[config.mk]
export PLATFORM = sky130hd
export DESIGN_NAME = stream_minmax_tracker
export DESIGN_NICKNAME = d
export VERILOG_FILES = /design/src/rtl/stream_minmax_tracker_pkg.sv /design/src/rtl/stream_minmax_tracker_mag_cmp.sv /design/src/rtl/stream_minmax_tracker.sv
export SDC_FILE = /design/constraint.sdc
export NUM_CORES = 1
export LEC_CHECK = 0
export CAP_MARGIN = 20
export CORE_UTILIZATION = 45
export CTS_BUF_LIST = sky130_fd_sc_hd__clkbuf_8 sky130_fd_sc_hd__clkbuf_16
export DETAILED_ROUTE_END_ITERATION = 16
export PLACE_DENSITY = 0.85
export SLEW_MARGIN = 10
export SYNTH_ARGS = -nofsm -noshare
export SYNTH_HDL_FRONTEND = slang
export SYNTH_HIERARCHICAL = 1
export SYNTH_SLANG_ARGS = --single-unit
[constraint.sdc]
create_clock -name clk -period 2.2 [get_ports clk]
set_clock_uncertainty 0.15 [all_clocks]
set_input_delay 0.44 -clock clk [delete_from_list [all_inputs] [get_ports clk]]
set_output_delay 0.44 -clock clk [all_outputs]
set_load 0.1 [all_outputs]
[src/rtl/stream_minmax_tracker_pkg.sv]
// Shared types for the frame min/max tracker: FSM states, comparator flags and
// the default counter width with its saturation value.
package cmp_pkg;

  typedef enum logic [1:0] {
    S_FIRST = 2'd0,
    S_ACC   = 2'd1,
    S_OUT   = 2'd2
  } state_t;

  typedef struct packed {
    logic gt;
    logic lt;
    logic eq;
  } cmp_flags_t;

  localparam int CNT_W_DEFAULT = 16;
  localparam longint unsigned CNT_SAT_DEFAULT = (64'd1 << CNT_W_DEFAULT) - 64'd1;

endpackage

[src/rtl/stream_minmax_tracker_mag_cmp.sv]
// Combinational magnitude comparator, unsigned or two's-complement.
module mag_cmp #(
  parameter int WIDTH  = 8,
  parameter bit SIGNED = 1'b0
) (
  input  logic [WIDTH-1:0] a,
  input  logic [WIDTH-1:0] b,
  output logic             a_gt_b,
  output logic             a_lt_b,
  output logic             a_eq_b
);

  generate
    if (SIGNED) begin : g_signed
      assign a_gt_b = $signed(a) > $signed(b);
      assign a_lt_b = $signed(a) < $signed(b);
    end else begin : g_unsigned
      assign a_gt_b = a > b;
      assign a_lt_b = a < b;
    end
  endgenerate

  assign a_eq_b = (a == b);

endmodule

[src/rtl/stream_minmax_tracker.sv]
// Tracks the per-frame maximum/minimum of a valid/ready sample stream, with the
// index of each extreme's first occurrence, a saturating sample count and an all-equal flag.
module stream_minmax_tracker
  import cmp_pkg::*;
#(
  parameter int WIDTH  = 8,
  parameter int CNT_W  = CNT_W_DEFAULT,
  parameter bit SIGNED = 1'b0
) (
  input  logic             clk,
  input  logic             rst,
  input  logic             in_valid,
  output logic             in_ready,
  input  logic [WIDTH-1:0] in_data,
  input  logic             in_last,
  output logic             out_valid,
  input  logic             out_ready,
  output logic [WIDTH-1:0] out_max,
  output logic [WIDTH-1:0] out_min,
  output logic [CNT_W-1:0] out_max_idx,
  output logic [CNT_W-1:0] out_min_idx,
  output logic [CNT_W-1:0] out_count,
  output logic             out_all_eq
);

  localparam logic [CNT_W-1:0] CNT_SAT = '1;

  state_t           state;
  logic [WIDTH-1:0] max_r;
  logic [WIDTH-1:0] min_r;
  logic [CNT_W-1:0] max_idx_r;
  logic [CNT_W-1:0] min_idx_r;
  logic [CNT_W-1:0] cnt_r;
  logic             all_eq_r;

  cmp_flags_t       max_flags;
  cmp_flags_t       min_flags;
  logic             accept;
  logic [CNT_W-1:0] cnt_next;

  // Both comparisons see the stored extremes, never same-cycle updates.
  mag_cmp #(.WIDTH(WIDTH), .SIGNED(SIGNED)) u_cmp_max (
    .a      (in_data),
    .b      (max_r),
    .a_gt_b (max_flags.gt),
    .a_lt_b (max_flags.lt),
    .a_eq_b (max_flags.eq)
  );

  mag_cmp #(.WIDTH(WIDTH), .SIGNED(SIGNED)) u_cmp_min (
    .a      (in_data),
    .b      (min_r),
    .a_gt_b (min_flags.gt),
    .a_lt_b (min_flags.lt),
    .a_eq_b (min_flags.eq)
  );

  assign in_ready = (state != S_OUT);
  assign accept   = in_valid && in_ready;
  assign cnt_next = (cnt_r == CNT_SAT) ? cnt_r : cnt_r + CNT_W'(1);

  always_ff @(posedge clk) begin
    if (rst) begin
      state     <= S_FIRST;
      max_r     <= '0;
      min_r     <= '0;
      max_idx_r <= '0;
      min_idx_r <= '0;
      cnt_r     <= '0;
      all_eq_r  <= 1'b0;
    end else begin
      case (state)
        S_FIRST: begin
          if (accept) begin
            max_r     <= in_data;
            min_r     <= in_data;
            max_idx_r <= '0;
            min_idx_r <= '0;
            cnt_r     <= CNT_W'(1);
            all_eq_r  <= 1'b1;
            state     <= in_last ? S_OUT : S_ACC;
          end
        end
        S_ACC: begin
          if (accept) begin
            // Strict compares keep the index of the first occurrence on ties.
            if (max_flags.gt) begin
              max_r     <= in_data;
              max_idx_r <= cnt_r;
            end
            if (min_flags.lt) begin
              min_r     <= in_data;
              min_idx_r <= cnt_r;
            end
            if (!max_flags.eq) all_eq_r <= 1'b0;
            cnt_r <= cnt_next;
            if (in_last) state <= S_OUT;
          end
        end
        S_OUT: begin
          if (out_ready) state <= S_FIRST;
        end
        default: state <= S_FIRST;
      endcase
    end
  end

  assign out_valid   = (state == S_OUT);
  assign out_max     = max_r;
  assign out_min     = min_r;
  assign out_max_idx = max_idx_r;
  assign out_min_idx = min_idx_r;
  assign out_count   = cnt_r;
  assign out_all_eq  = all_eq_r;

  // Unused comparator flags are kept for symmetry of the two instances.
  logic unused_flags;
  assign unused_flags = ^{max_flags.lt, min_flags.gt, min_flags.eq};

endmodule

# Yosys cells after proc, flatten, opt, wreduce, memory -nomap -nowiden
# Index checks and enable logic that the tools add are counted.
[totals]
ff_bits = 67
[classes]
add_sub_neg = 1
n_lt_le_gt_ge = 2
n_eq_ne = 13
muxes = 28
n_reduce_logical = 8
[op_table]
columns = ["op", "count"]
rows = [
  ["16-bit two-way mux", 8],
  ["16-bit one-hot mux with 2 select lines", 3],
  ["8-bit two-way mux", 5],
  ["8-bit one-hot mux with 2 select lines", 2],
  ["4-bit AND reduction", 5],
  ["16-bit by 1-bit adder with 16-bit output (second input constant)", 1],
  ["16-bit == test (second input constant)", 1],
  ["2-bit inequality test (second input constant)", 6],
  ["2-bit two-way mux", 5],
  ["8-bit == test", 1],
  ["8-bit > comparator", 1],
  ["8-bit < comparator", 1],
  ["2-bit by 1-bit inequality test with 1-bit output (second input constant)", 3],
  ["2-bit one-hot mux with 3 select lines", 1],
  ["1-bit two-way mux", 3],
  ["2-bit by 1-bit == test with 1-bit output (second input constant)", 1],
  ["2-bit == test (second input constant)", 1],
  ["2-bit logical NOT", 1],
  ["1-bit one-hot mux with 2 select lines", 1],
  ["2-bit nonzero test", 1],
  ["1-bit logical AND", 1],
]

# Logic depth before layout (Yosys ltp)
[logic_depth]
depth_word = 4
ltp_mapped = 10
mapped_depth_nobuf = 9

# Modules after synthesis
# Netlist, hierarchy kept.
[by_module_without_submodules]
columns = ["mod", "instances", "cells_each", "area_per_inst_um2", "seq_area_each_um2"]
rows = [
  ["stream_minmax_tracker", 1, 348, 2783.9, 1341.3],
  ["mag_cmp", 2, 29, 225.2, 0.0],
]

# Least setup slack after synthesis
# Ideal clock, no wire load.
[synth_path]
kind = "register to register"
start = "register cnt_r[0], in the netlist out_count[0]"
end = "register cnt_r[12], in the netlist out_count[12]"
setup_time_ps = 71
t_arrival_ps = 2669
t_required_ps = 1979
setup_slack_ps = -690
path_stages_with_launch = 7
path_cell_list = "dfxtp_1 -> ha_1 -> nand3_2 -> or2_4 -> or3_1 -> or3_1 -> a21oi_1"
[synth_between]
elab_chain_cells = 4
word_cells_on_any_way = 7
cone_classes = "1 x add/sub; 2 x eq/ne; 3 x mux; 1 x reduce/logical"
[synth_lines]
columns = ["item", "line_no", "rtl"]
rows = [
  ["start: declaration", "stream_minmax_tracker.sv:33", "logic [CNT_W-1:0] cnt_r;"],
  ["start signal: assignment", "stream_minmax_tracker.sv:96", "cnt_r <= cnt_next;"],
  ["16-bit by 1-bit adder with 16-bit output", "stream_minmax_tracker.sv:60", "assign cnt_next = (cnt_r == CNT_SAT) ? cnt_r : cnt_r + CNT_W'(1);"],
  ["16-bit two-way mux", "stream_minmax_tracker.sv:60", ""],
  ["16-bit two-way mux", "stream_minmax_tracker.sv:85", "if (accept) begin"],
  ["16-bit one-hot mux with 2 select lines", "stream_minmax_tracker.sv:72", "case (state)"],
]
# Parallel ways exist; a longest one is shown, timed or not. The select of a mux whose other input is x is not followed.
# A chain may end at the register's enable or synchronous reset.

==> metrics.md <==
| Metric | Value |
|---|---|
| Skew-Pair Late Insertion Delay | 340 ps |
| Max Root-Sink Buffers | 2 |
| Busiest grt layer | met2 |
| DP Cell Count | 585 |
| Routability cong. | 0.913 |
| RSZ-0062 raised after global routing | no |
| Die W | 86.5 um |
| CP Launch Point | out_max[1]$_SDFFE_PP0P_ |
| Tmin final | 2140 ps |
| Core Region | 6830 um^2 |
| Kind of critical path | register to register |
| Crit path max fanout | 10 |
| Max-slew violations | 0 |
| I/O pin total | 80 |
| DP HPWL | 6610 um |
| Inserted Diodes | 0 |
| Worst slew margin | 49.4% |
| Worst-margin pin slew | 759 ps |
| Area Growth Syn to Fin | 43.5% |
| Pwr/cell area | 614 nW/um^2 |
| Gate Count Post-Synth | 402 |
| Share of cells above drive strength 1 | 36.2% |
| Routed vias/inst | 5.57 |
| Starting Density | 47.0% |
| WL/cell | 15.8 um |
| Hold Path Origin | out_min_idx[12]$_SDFFE_PP0P_ |
| Drt pass-1 iters | 5 |
| H-tree depth | 3 |
| Worst Path Arrival | 2180 ps |
| DR iter-0 viols | 195 |
| Synth warn | 6 |
| Vias | 3363 |
| First-pass GRT wire length | 14900 um |
| Nets@finish | 533 |
| Rows | 30 |
| Drt drc | 0 |
| # setup viols final | 0 |
| Type of element capturing the critical path | register |
| Final wirelength | 9540 um |
| Peak supply drop | 0.435 mV |
| Fillcell total | 568 |
| GR Util met3 | 4.95% |
| Met2 Use GR | 45.0% |
| Min-delay worst type | register to register |
| TritonCTS clock tree | yes |
| Clock sink total | 67 |
| Period utilization | 97.1% |
| Avg Inst Size Synth | 7.99 um^2 |
| DP Area | 4280 um^2 |
| Area of the die | 7480 um^2 |
| Total congestion overflow | 0 |
| Status | complete, no violations |
| Syn_nets | 432 |
| Total GRT Usage | 25.5% |
| Post-CTS Hold Buffers | 0 |
| Initial antenna violation count | 0 |
| Crit start category | register |
| Port bufs | 79 |
| Clock root cell | clkbuf_8 |
| Met1 Resource Use GR | 30.4% |
| Fin area | 4610 um^2 |
| Final Hold Fails | 0 |
| ANT nets after route | 0 |
| Mapped cell area | 3210 um^2 |
| CP required | 2240 ps |
| Final hold slack | 302 ps |
| Pin count of the biggest net entering global routing | 42 |
| Post-Layout Cell Count | 604 |
| Final design utilization | 67.4% |
| CTS Buf Count | 9 |
| Clock-pin slew on the worst setup and hold paths | 70 ps |
| LEAKAGE | 1.83 nW |
| MaxCap Viol Count | 0 |
| Chip height | 86.5 um |
| Power, Total | 0.00283 W |
| R2r startpoint | out_max[1]$_SDFFE_PP0P_ |
| Vias in the first global route | 3202 |
| Fmax | 468 MHz |
## routing by layer
metal | vias to the layer above | part of all wire (%)
li1 | 1605 | -
met1 | 1585 | 41
met2 | 150 | 50
met3 | 23 | 5.9
met4 | 0 | 2.2
met5 | - | 0
## where the power goes
part	switching (W)	total, W	internal (W)
Combinational	0.000427	0.000646	0.000219
Sequential	0.0000239	0.00125	0.00122
Clock	0.000439	0.000932	0.000492
## cells in the final DEF, fill, tap and decap left out, types with 4 or more instances in the layout
master         instances
a21oi_1               63
buf_12                 7
buf_4                 93
clkbuf_8              10
dfxtp_1               35
dfxtp_2                8
dfxtp_4               24
dlygate4sd2_1          8
ha_1                  11
ha_4                   6
inv_1                 19
nand2_1               80
nand3_1               36
nand4_1                4
nor2_1                13
nor3_1                 4
o21ai_0               12
## final cells by class
cell class / instances / area [um^2] / area share [%]
Tap cell: 96 / 120 / 2.61
Timing Repair Buffer: 114 / 987 / 21.4
Clock buffer: 11 / 163 / 3.53
Sequential cell: 67 / 1440 / 31.3
Multi-Input combinational cell: 292 / 1800 / 39.1
Clock inverter: 5 / 21.3 / 0.462
Inverter: 19 / 75.1 / 1.63
## timing repair
item                       4_1_cts  5_1_grt
setup endpoints to repair       43       24
buffers inserted                 1        0
pin swaps                        6        1
resized for setup               20        5
cloned                           1        1
## registers in the layout, summed over array words and instances, names as in the netlist
name,flops
out_min,8
out_max,8
out_count,16
out_max_idx,16
out_min_idx,16
state,2
out_all_eq,1
## final timing paths
| path | to | slack (ps) | depth (start not counted) |
|---|---|---|---|
| worst max-delay path | out_max_idx[12]$_SDFFE_PP0P_ | 60 | 10 |
| worst min-delay path | out_min_idx[12]$_SDFFE_PP0P_ | 300 | 2 |
| worst max register to register | out_max_idx[12]$_SDFFE_PP0P_ | 60 | 10 |
| worst min register to register | out_min_idx[12]$_SDFFE_PP0P_ | 300 | 2 |
## critical path, stage by stage (launching register included)
cell and delay [ps]:
dfxtp_4 360, inv_2 50, ha_4 230, nor2b_4 120, o211ai_2 150, a21oi_2 80, o21ba_4 210, o21a_4 220
bufbuf_16 280, nand3_1 70, a21oi_1 70
## metrics by stage
| step | TNS (ps) | setup slack (ps) |
|---|---|---|
| 2_1_floorplan | -145 | -144 |
| 3_3_place_gp | -16410 | -377 |
| 3_5_place_dp | -19110 | -467 |
| 4_1_cts | 0 | 72.3 |
| 5_1_grt | 0 | 8.58 |
| 6_report | 0 | 63.5 |
(Power assumes the default switching activity.)
